`config.mk`:
```
export PLATFORM = sky130hd
export DESIGN_NAME = reaction_ctrl
export DESIGN_NICKNAME = d
export VERILOG_FILES = /design/src/rtl/reaction_pkg.sv /design/src/rtl/reaction_ctrl_key_sync.sv /design/src/rtl/reaction_ctrl.sv
export SDC_FILE = /design/constraint.sdc
export NUM_CORES = 1
export LEC_CHECK = 0
export ABC_AREA = 0
export CORE_MARGIN = 2
export CORE_UTILIZATION = 57
export CTS_BUF_LIST = sky130_fd_sc_hd__clkbuf_4
export CTS_CLUSTER_DIAMETER = 50
export DETAILED_ROUTE_END_ITERATION = 10
export GPL_TIMING_DRIVEN = 0
export PLACE_DENSITY = 0.92
export SYNTH_ARGS = -nofsm -noshare
export SYNTH_HDL_FRONTEND = slang
export SYNTH_SLANG_ARGS = --single-unit
export TNS_END_PERCENT = 30
```
`constraint.sdc`:
```
create_clock -name clk -period 2.9 [get_ports clk]
set_clock_uncertainty 0.15 [all_clocks]
set_input_delay 0.58 -clock clk [delete_from_list [all_inputs] [get_ports clk]]
set_output_delay 0.58 -clock clk [all_outputs]
set_load 0.02 [all_outputs]
```
`src/rtl/reaction_pkg.sv`:
```
// reaction_pkg: shared types and constants for the reaction-timer controller.
//   - state_t       : controller FSM states
//   - LFSR_SEED/TAPS: 16-bit Galois LFSR seed and feedback mask (taps 16,14,13,11)
//   - DIV_MAX       : tick divider terminal count for the default clock/tick rates
//   - calc_div_max  : terminal count for arbitrary CLK_HZ/TICK_HZ
//   - calc_dly_w    : width of the random-delay register
package reaction_pkg;

    typedef enum logic [2:0] {
        S_IDLE = 3'd0,
        S_ARM  = 3'd1,
        S_WAIT = 3'd2,
        S_RUN  = 3'd3,
        S_DONE = 3'd4,
        S_FOUL = 3'd5,
        S_TOUT = 3'd6
    } state_t;

    localparam logic [15:0] LFSR_SEED = 16'hACE1;
    // Right-shifting Galois form: bit k of the mask feeds tap (k+1).
    localparam logic [15:0] LFSR_TAPS = 16'hB400;

    localparam int DEF_CLK_HZ  = 50_000_000;
    localparam int DEF_TICK_HZ = 1000;
    localparam int DIV_MAX     = DEF_CLK_HZ / DEF_TICK_HZ - 1;

    function automatic int calc_div_max(input int clk_hz, input int tick_hz);
        return clk_hz / tick_hz - 1;
    endfunction

    // Must hold MIN_DELAY_MS + 2^RAND_BITS - 1.
    function automatic int calc_dly_w(input int min_ms, input int rand_bits);
        int a;
        int b;
        a = rand_bits + 1;
        b = $clog2(min_ms + (1 << rand_bits));
        return (a > b) ? a : b;
    endfunction

endpackage

```
`src/rtl/reaction_ctrl_key_sync.sv`:
```
// key_sync: 2-flop synchronizer plus falling-edge detector for an active-low key.
//   clk, reset_n : clock, async active-low reset
//   key_n        : raw key, active-low, asynchronous to clk
//   press        : one-clk pulse per press (held key gives one pulse)
module key_sync (
    input  logic clk,
    input  logic reset_n,
    input  logic key_n,
    output logic press
);

    logic sync1, sync2, prev;

    // Reset to the released level so no spurious press follows reset.
    always_ff @(posedge clk or negedge reset_n) begin
        if (!reset_n) begin
            sync1 <= 1'b1;
            sync2 <= 1'b1;
            prev  <= 1'b1;
        end else begin
            sync1 <= key_n;
            sync2 <= sync1;
            prev  <= sync2;
        end
    end

    assign press = prev & ~sync2;

endmodule

```
`src/rtl/reaction_ctrl.sv`:
```
// reaction_ctrl: sequencer for the reaction-timer game's millisecond counter.
//   clk, reset_n  : clock, async active-low reset
//   start_n       : raw start key (active-low, async)
//   stop_n        : raw react key (active-low, async)
//   ms_count      : current value of the external ms counter
//   count_clr_n   : active-low counter clear, one clk per trial
//   count_en      : counter increment pulse, one per tick while running
//   led           : stimulus LED
//   result, best  : last and best reaction times (ms)
//   best_valid    : best holds a real score
//   foul, timeout : trial ended by early press / by reaching MAX_MS
//   busy          : controller has left IDLE
module reaction_ctrl
    import reaction_pkg::*;
#(
    parameter int CLK_HZ       = 50_000_000,
    parameter int TICK_HZ      = 1000,
    parameter int MIN_DELAY_MS = 1000,
    parameter int RAND_BITS    = 11,
    parameter int MAX_MS       = 999_999
) (
    input  logic        clk,
    input  logic        reset_n,
    input  logic        start_n,
    input  logic        stop_n,
    input  logic [19:0] ms_count,
    output logic        count_clr_n,
    output logic        count_en,
    output logic        led,
    output logic [19:0] result,
    output logic [19:0] best,
    output logic        best_valid,
    output logic        foul,
    output logic        timeout,
    output logic        busy
);

    localparam int DIV_TC = calc_div_max(CLK_HZ, TICK_HZ);
    localparam int DIV_W  = (DIV_TC > 0) ? $clog2(DIV_TC + 1) : 1;
    localparam int DLY_W  = calc_dly_w(MIN_DELAY_MS, RAND_BITS);

    state_t             state;
    logic               start_p, stop_p;
    logic [15:0]        lfsr;
    logic [DIV_W-1:0]   div;
    logic               tick;
    logic [DLY_W-1:0]   delay;
    logic               best_upd;

    key_sync u_start (.clk(clk), .reset_n(reset_n), .key_n(start_n), .press(start_p));
    key_sync u_stop  (.clk(clk), .reset_n(reset_n), .key_n(stop_n),  .press(stop_p));

    // Free-running LFSR; the value sampled at start_p sets the wait.
    always_ff @(posedge clk or negedge reset_n) begin
        if (!reset_n)
            lfsr <= LFSR_SEED;
        else
            lfsr <= (lfsr >> 1) ^ (lfsr[0] ? LFSR_TAPS : 16'h0000);
    end

    // Tick divider; zeroed in ARM so the first tick lands one full period later.
    always_ff @(posedge clk or negedge reset_n) begin
        if (!reset_n)
            div <= '0;
        else if (state == S_ARM || div == DIV_W'(DIV_TC))
            div <= '0;
        else
            div <= div + 1'b1;
    end

    assign tick = (div == DIV_W'(DIV_TC));

    // Stop wins over a coincident tick, so the latched result is the pre-tick count.
    assign count_en = (state == S_RUN) && tick && !stop_p;

    always_ff @(posedge clk or negedge reset_n) begin
        if (!reset_n) begin
            state       <= S_IDLE;
            delay       <= '0;
            count_clr_n <= 1'b1;
            led         <= 1'b0;
            result      <= '0;
            best        <= '0;
            best_valid  <= 1'b0;
            foul        <= 1'b0;
            timeout     <= 1'b0;
            busy        <= 1'b0;
            best_upd    <= 1'b0;
        end else begin
            count_clr_n <= 1'b1;
            best_upd    <= 1'b0;

            // Runs on the DONE entry cycle, once result already holds the new time.
            if (best_upd) begin
                if (!best_valid || result < best)
                    best <= result;
                best_valid <= 1'b1;
            end

            case (state)
                S_IDLE, S_DONE, S_FOUL, S_TOUT: begin
                    if (start_p) begin
                        state       <= S_ARM;
                        delay       <= DLY_W'(MIN_DELAY_MS) + DLY_W'(lfsr[RAND_BITS-1:0]);
                        foul        <= 1'b0;
                        timeout     <= 1'b0;
                        count_clr_n <= 1'b0;
                        busy        <= 1'b1;
                    end
                end
                S_ARM: begin
                    state <= S_WAIT;
                end
                S_WAIT: begin
                    if (stop_p) begin
                        state <= S_FOUL;
                        foul  <= 1'b1;
                    end else if (tick) begin
                        // Guarding <=1 keeps a zero load from wrapping.
                        if (delay <= DLY_W'(1)) begin
                            state <= S_RUN;
                            led   <= 1'b1;
                        end
                        delay <= delay - 1'b1;
                    end
                end
                S_RUN: begin
                    if (stop_p) begin
                        state    <= S_DONE;
                        led      <= 1'b0;
                        result   <= ms_count;
                        best_upd <= 1'b1;
                    end else if (ms_count == 20'(MAX_MS)) begin
                        state   <= S_TOUT;
                        led     <= 1'b0;
                        timeout <= 1'b1;
                        result  <= 20'(MAX_MS);
                    end
                end
                default: begin
                    state <= S_IDLE;
                    led   <= 1'b0;
                    busy  <= 1'b0;
                end
            endcase
        end
    end

endmodule
```
==> results of run 1 <==
worst paths after layout:
| path | start | end | slack, ns | cells after the start |
|---|---|---|---|---|
| max in group asynchronous | reset_n | u_stop.sync1 | 1.50 | 3 |
| min in group asynchronous | reset_n | best[1] | 0.37 | 2 |
| worst min register to register | u_stop.sync1 | u_stop.sync2 | 0.20 | 0 |
| worst max-delay path | div[13] | count_en | 0.13 | 5 |
| worst min-delay path | u_stop.sync1 | u_stop.sync2 | 0.20 | 0 |
| worst max register to register | best[19] | best[9] | 0.23 | 9 |
where the power goes:
part / switching [mW] / total [mW] / leakage, nW / internal [mW]
clock network: 0.505 / 0.692 / 0.0673 / 0.187
logic: 1.84 / 3.25 / 1.38 / 1.41
registers: 0.514 / 2.31 / 1.18 / 1.79
total: 2.86 / 6.25 / 2.63 / 3.39
flip-flops by register name (all words and copies together) (netlist names), 3 cells and up:
| name | flops |
|---|---|
| delay | 12 |
| state | 3 |
| lfsr | 16 |
| best | 20 |
| result | 20 |
| div | 16 |
metal layers:
metal / wire [µm] / vias to the layer above
li1: - / 2237
met3: 852 / 23
met1: 5350 / 2324
met2: 6654 / 209
met4: 244 / 0
met5: 0 / -
cells in the mapped netlist, types with 3 or more instances:
library cell  count
a21oi_1          22
a22o_1            8
a31oi_1           5
a41oi_1          19
and2_1            5
and4_1            4
buf_1             3
buf_2             6
clkbuf_1         26
dfrtp_1          85
dfstp_2          15
ha_1             23
inv_1            27
nand2_1          41
nand2b_1          6
nand3_1           8
nand4_1           9
nor2_1           30
nor3_1            9
nor3b_1           3
nor4_1            5
o211ai_1         58
o21ai_0          41
o22a_1           13
or3_1             4
xnor2_1          10
xor2_1            9
metrics by stage:
step / utilization / hold slack [ns] / cells / power, mW / TNS [ns]
6_report: 0.7058 / 0.2019 / 766 / 6.251 / 0
3_5_place_dp: 0.6859 / 0.1902 / 749 / 5.504 / -0.2695
2_1_floorplan: - / 0.1344 / 549 / 4.296 / 0
3_3_place_gp: 0.6831 / 0.1896 / 748 / 5.332 / -220.90
5_1_grt: 0.7058 / 0.2069 / 766 / 6.676 / 0
4_1_cts: 0.7029 / 0.2155 / 767 / 6.200 / 0
cell families (layout without fill, tap and decap cells):
family,Yosys count,in the layout
simple gates,146,146
xor+xnor,19,19
compound gates,197,197
buf+inv,64,152
fa+ha+maj,23,23
flops,100,100
cell type report:
cell class	count	area share
timing repair buffer	73	0.1142
tap	129	0.02475
clock inverter	7	0.008634
clock buffer	9	0.01036
inverter	28	0.01612
buffer	35	0.02264
multi-input combinational	385	0.4167
sequential	100	0.3866
worst register-to-register path: stages (launching register included):
cell and delay [ns]:
dfrtp_1 0.46, inv_1 0.10, ha_1 0.31, nand4_1 0.12, nor3_1 0.36, and2_1 0.21
buf_2 0.24, buf_1 0.35, a41oi_1 0.17, o211ai_1 0.13
timing repair:
item / CTS / global route
gates cloned: 0 / 0
buffers inserted: 1 / 0
pin swaps: 1 / 0
gates resized for setup: 6 / 7
hold buffers: 1 / 0
setup endpoints to repair: 1 / 11
endpoints found under the hold margin: 23 / 0
==> impl_metrics.csv, run 1 <==
group,metric,value,unit
yosys,ys_types,67,
global_routing,use_met2,0.4408,
worst_setup_path,worst_setup_path_end_kind,"output pin",
worst_setup_path,path_delay_family,"simple AND/OR/NAND/NOR gates",
clock_tree,cts.sinks,100,
global_routing,grt.busiest_layer,"met2",
final_layout,antenna_cells,0,
worst_setup_path,crit_buf_inv,1,
place,place_congestion,0.9239,
sta,setup_ws,0.1255,ns
yosys,ys_ff_latch,100,
power,peakVddDrop,0.4137,mV
worst_setup_path,required,2.17,ns
global_routing,grt_max_degree,78,
place,placed_cell_area,0.006337,mm²
sta,fmax,360.4,MHz
clock_tree,cts-root-buf,"clkbuf_4",
yosys,synth_cells,549,
die,io_pins,71,
run,drv_cap,0,
clock_tree,numCtsBuffers,9,
die,dieWidth,101.8,µm
route,post_drt_wl_per_cell,17.10,µm
final_layout,fill_cells,655,
yosys,synth_compound_area_frac,0.2599,
worst_setup_path,cp_slowest_cell,"dfrtp_1",
yosys,synth_top_area_frac,0.3903,
global_routing,met3_usage,0.03313,
die,die_y,101.8,µm
worst_setup_path,arrival,2.04,ns
yosys,synth_fa_ha_area_frac,0.05280,
yosys,synth_area,0.005450,mm²
worst_setup_path,path_cells,"nor4bb_4 -> and4_1 -> nand2_1 -> nor2_2 -> clkdlybuf4s15_2",
hold_path,min_path_type,"reg2reg",
place,dp_slack,-0.06434,ns
global_routing,grt_overflow,0,
route,vias_per_cell,6.257,
final_layout,final_area,0.006521,mm²
final_layout,layout.nets,679,
global_routing,grtUsageTotal,0.2603,
worst_setup_path,start_kind,"flop",
route,drt_iter0_drc,320,
yosys,synthFlopType,"dfrtp_1",
clock_tree,cts_tree,"built",
yosys,synthesis.nets,596,
sta,slew_viol_final,0,
clock_tree,clk_pin_slew,0.18,ns
sta,layout_min_cycle_time,2.774,ns
die,core,0.009240,mm²
clock_tree,cts_buffer_depth,2,
sta,hold_viol,0,
sta,rsz0062_at_grt,"false",
worst_setup_path,path_max_fanout,4,
die,fp-row-count,35,
route,ant_nets,0,
sta,tightestPinTransition,0.5559,ns
route,drtPass1Iterations,5,
sta,post-route-period-util,0.9567,
die,start_util,0.5898,
place,portBuffers,70,
clock_tree,h-tree-depth,3,
yosys,synth_area_per_cell,9.928,µm²
yosys,synthMuxAreaShare,0,
global_routing,grt_pass1_wl,21.38,mm
final_layout,final_cell_mix,"85 x dfrtp_1, 68 x clkdlybuf4s50_1, 58 x o211ai_1",
final_layout,drive_gt1_frac,0.09733,
yosys,yosysSeqAreaShare,0.4626,
power,p_per_area,958.5,mW/mm²
final_layout,final-seq-area,0.002521,mm²
global_routing,grtUsageMet1,0.3369,
worst_setup_path,criticalPathCategory,"reg2out",
yosys,synth.top_cells.by_area,"dfrtp_1 39%, o211ai_1 8.0%, dfstp_2 7.2%, ha_1 5.3%, o21ai_0 3.8%",
yosys,synth_async_sr_flop_share,1.000,
worst_setup_path,max_stage_delay,0.47,ns
sta,setup-violations-final,0,
place,dp_hpwl,9.636,mm
yosys,synth_top_family_by_area,"compound AO/OA/AOI/OAI gates",
route,drc_errors,0,
final_layout,multi_input_area,0.002718,mm²
yosys,yosysWarnings,0,
power,p_leak,2.631,nW
yosys,yosys.area.top_type,"dfrtp_1",
yosys,synth-simple-area-share,0.1474,
outcome,status,"finished, final reports clean",
die,die_area,0.01036,mm²
global_routing,antenna_found_initial,0,
route,vias,4793,
clock_tree,clkLatencyLatePin,0.47,ns
yosys,synth_edf_count,0,
final_layout,syn_to_final_growth,19.65,%
global_routing,grt_pass1_vias,4614,
sta,slew_headroom,0.6286,
final_layout,final_common_cell,"dfrtp_1",
yosys,yosys.area_share.xor_xnor,0.03053,
route,wl,13.10,mm
Power figures use the tool's default switching activity.
==> run 2, diff against run 1 <==
--- a/config.mk
+++ b/config.mk
@@ -7,12 +7,12 @@
 export LEC_CHECK = 0
 export ABC_AREA = 0
 export CORE_MARGIN = 2
-export CORE_UTILIZATION = 57
+export CORE_UTILIZATION = 62
 export CTS_BUF_LIST = sky130_fd_sc_hd__clkbuf_4
 export CTS_CLUSTER_DIAMETER = 50
 export DETAILED_ROUTE_END_ITERATION = 10
 export GPL_TIMING_DRIVEN = 0
-export PLACE_DENSITY = 0.92
+export PLACE_DENSITY = 0.95
 export SYNTH_ARGS = -nofsm -noshare
 export SYNTH_HDL_FRONTEND = slang
 export SYNTH_SLANG_ARGS = --single-unit
==> constraint.sdc (replaced) <==
create_clock -name clk -period 3.28 [get_ports clk]
set_clock_uncertainty 0.15 [all_clocks]
set_input_delay 0.656 -clock clk [delete_from_list [all_inputs] [get_ports clk]]
set_output_delay 0.656 -clock clk [all_outputs]
set_load 0.02 [all_outputs]
==> run 2 against run 1 <==
Net effect: sequential power fell by 12%; first-iteration DRC count rose by 2.8%; die area fell by 7.8%.
==> impl_metrics.csv, run 2 (synthesis gave the netlist of run 1 again) <==
group,metric,value,unit
outcome,status,"finished, final reports clean",
sta,post-route-period-util,0.9230,
final_layout,fill_cells,630,
worst_setup_path,criticalPathCategory,"reg2out",
power,power,5.586,mW
route,drtPass1Iterations,5,
global_routing,grt_max_degree,63,
place,place_inst,728,
die,io_pins,71,
route,drc_errors,0,
sta,slew_headroom,0.4854,
final_layout,largestRegisters,"best (20), result (20)",
worst_setup_path,worst_setup_path_end_kind,"output pin",
final_layout,final_common_cell,"dfrtp_1",
final_layout,final_util,0.7473,
route,ant_nets,0,
worst_setup_path,path_delay_family,"simple AND/OR/NAND/NOR gates",
final_layout,layout.nets,678,
clock_tree,cts_tree,"built",
clock_tree,clk_pin_slew,0.16,ns
worst_setup_path,max_stage_delay,0.40,ns
sta,slew_viol_final,0,
final_layout,final_cell_mix,"85 x dfrtp_1, 68 x clkdlybuf4s50_1, 58 x o211ai_1",
global_routing,grt_pass1_vias,4728,
route,vias_per_cell,6.438,
route,routed-wl-met2,7.048,mm
route,post_drt_wl_per_cell,18.23,µm
worst_setup_path,r2r_start,"result[7]",
route,route.met3.wl,920,µm
run,drv_cap,0,
clock_tree,cts.sinks,100,
clock_tree,clkLatencyLatePin,0.45,ns
sta,layout_min_cycle_time,3.027,ns
final_layout,syn_to_final_growth,18.41,%
global_routing,grt_pass1_wl,22.49,mm
global_routing,grtUsageTotal,0.2869,
route,top_layer,"met4",
die,core,0.008636,mm²
worst_setup_path,start_kind,"flop",
clock_tree,cts-root-buf,"clkbuf_4",
die,die_area,0.009557,mm²
clock_tree,numCtsBuffers,9,
global_routing,grt_overflow,0,
global_routing,antenna_found_initial,0,
final_layout,multi_input_area,0.002686,mm²
place,portBuffers,70,
clock_tree,cts_buffer_depth,2,
clock_tree,h-tree-depth,3,
clock_tree,postCtsSetupRepairBufs,0,
die,dieWidth,97.76,µm
sta,tightestPinTransition,0.7719,ns
sta,hold_viol,0,
worst_setup_path,arrival,2.22,ns
power,p_per_area,865.5,mW/mm²
worst_setup_path,required,2.47,ns
clock_tree,post_cts_resized,3,
sta,whs,0.1024,ns
sta,fmax,330.3,MHz
final_layout,drive_gt1_frac,0.08176,
final_layout,instances_no_fill,744,
route,wl_met1,5.441,mm
place,place_congestion,0.8819,
sta,rsz0062_at_grt,"false",
worst_setup_path,cp_slowest_cell,"dfrtp_1",
route,wl,13.56,mm
worst_setup_path,cp-startpoint,"div[0]",
route,vias,4790,
power,peakVddDrop,0.4817,mV
worst_setup_path,crit_buf_inv,1,
worst_setup_path,path_cells,"ha_1 -> and3_1 -> and4_1 -> nand2_1 -> nor2_1 -> dlygate4sd2_1",
worst_setup_path,path_max_fanout,4,
route,drt_iter0_drc,329,
hold_path,min_path_type,"in2async",
sta,setup-violations-final,0,
die,die_y,97.76,µm
die,fp-row-count,34,
power,p_leak,2.631,nW
clock_tree,postCtsHoldBufs,0,
final_layout,final-seq-area,0.002521,mm²
final_layout,antenna_cells,0,
die,start_util,0.6311,
place,dp_hpwl,10.09,mm
==> run 2: cell types whose count changed in the layout (fill, tap and decap cells not counted), sizes merged <==
cell           delta
dlygate4sd3       -1
dlygate4sd2       +1
bufinv            +1
clkbuf            +1
clkinvlp          -1
clkinv            +1
clkdlybuf4s15     -1
inv               -2
==> run 2: final timing paths <==
path | cells after the start | endpoint | slack, ns
min reg2reg | 0 | u_start.sync2 | 0.21
max | 6 | count_en | 0.25
max in group asynchronous | 2 | count_clr_n | 2.12
min in group clk | 0 | u_start.sync2 | 0.21
min | 1 | best[5] | 0.10
max reg2reg | 8 | best[9] | 0.49
==> run 2: cell type report <==
class | instances | area share
Timing Repair Buffer | 71 | 0.1111
Inverter | 28 | 0.01629
Sequential cell | 100 | 0.3907
Tap cell | 108 | 0.02094
Clock buffer | 10 | 0.01163
Buffer | 36 | 0.02326
Multi-Input combinational cell | 385 | 0.4162
Clock inverter | 6 | 0.009888
==> run 2: metal layers <==
metal	up-vias	global-route usage
li1	2237	-
met1	2315	0.3604
met2	221	0.5194
met3	17	0.04510
met4	0	0.07585
met5	-	0
==> run 2: worst register-to-register path, stage by stage (launching register included) <==
cell and delay [ns]:
dfrtp_1 0.48, ha_1 0.35, and2_1 0.18, a221oi_1 0.32, o21ai_0 0.20, clkbuf_1 0.29, clkbuf_1 0.28, a41oi_1 0.26
o211ai_1 0.14
==> run 2: power by group <==
part	switching, mW	total (mW)	internal [mW]	leakage, nW
sequential	0.455	2.04	1.59	1.18
clock	0.425	0.667	0.243	0.0760
combinational	1.63	2.88	1.25	1.38
==> run 2: stage by stage <==
step	cell area, µm²	TNS [ns]	worst slack [ns]
after floorplan	5450	0	0.8538
after global placement	6286	-187.33	-2.047
after detailed placement	6304	0	0.3091
after CTS	6454	0	0.2290
after global routing	6454	0	0.08974
final	6454	0	0.2527
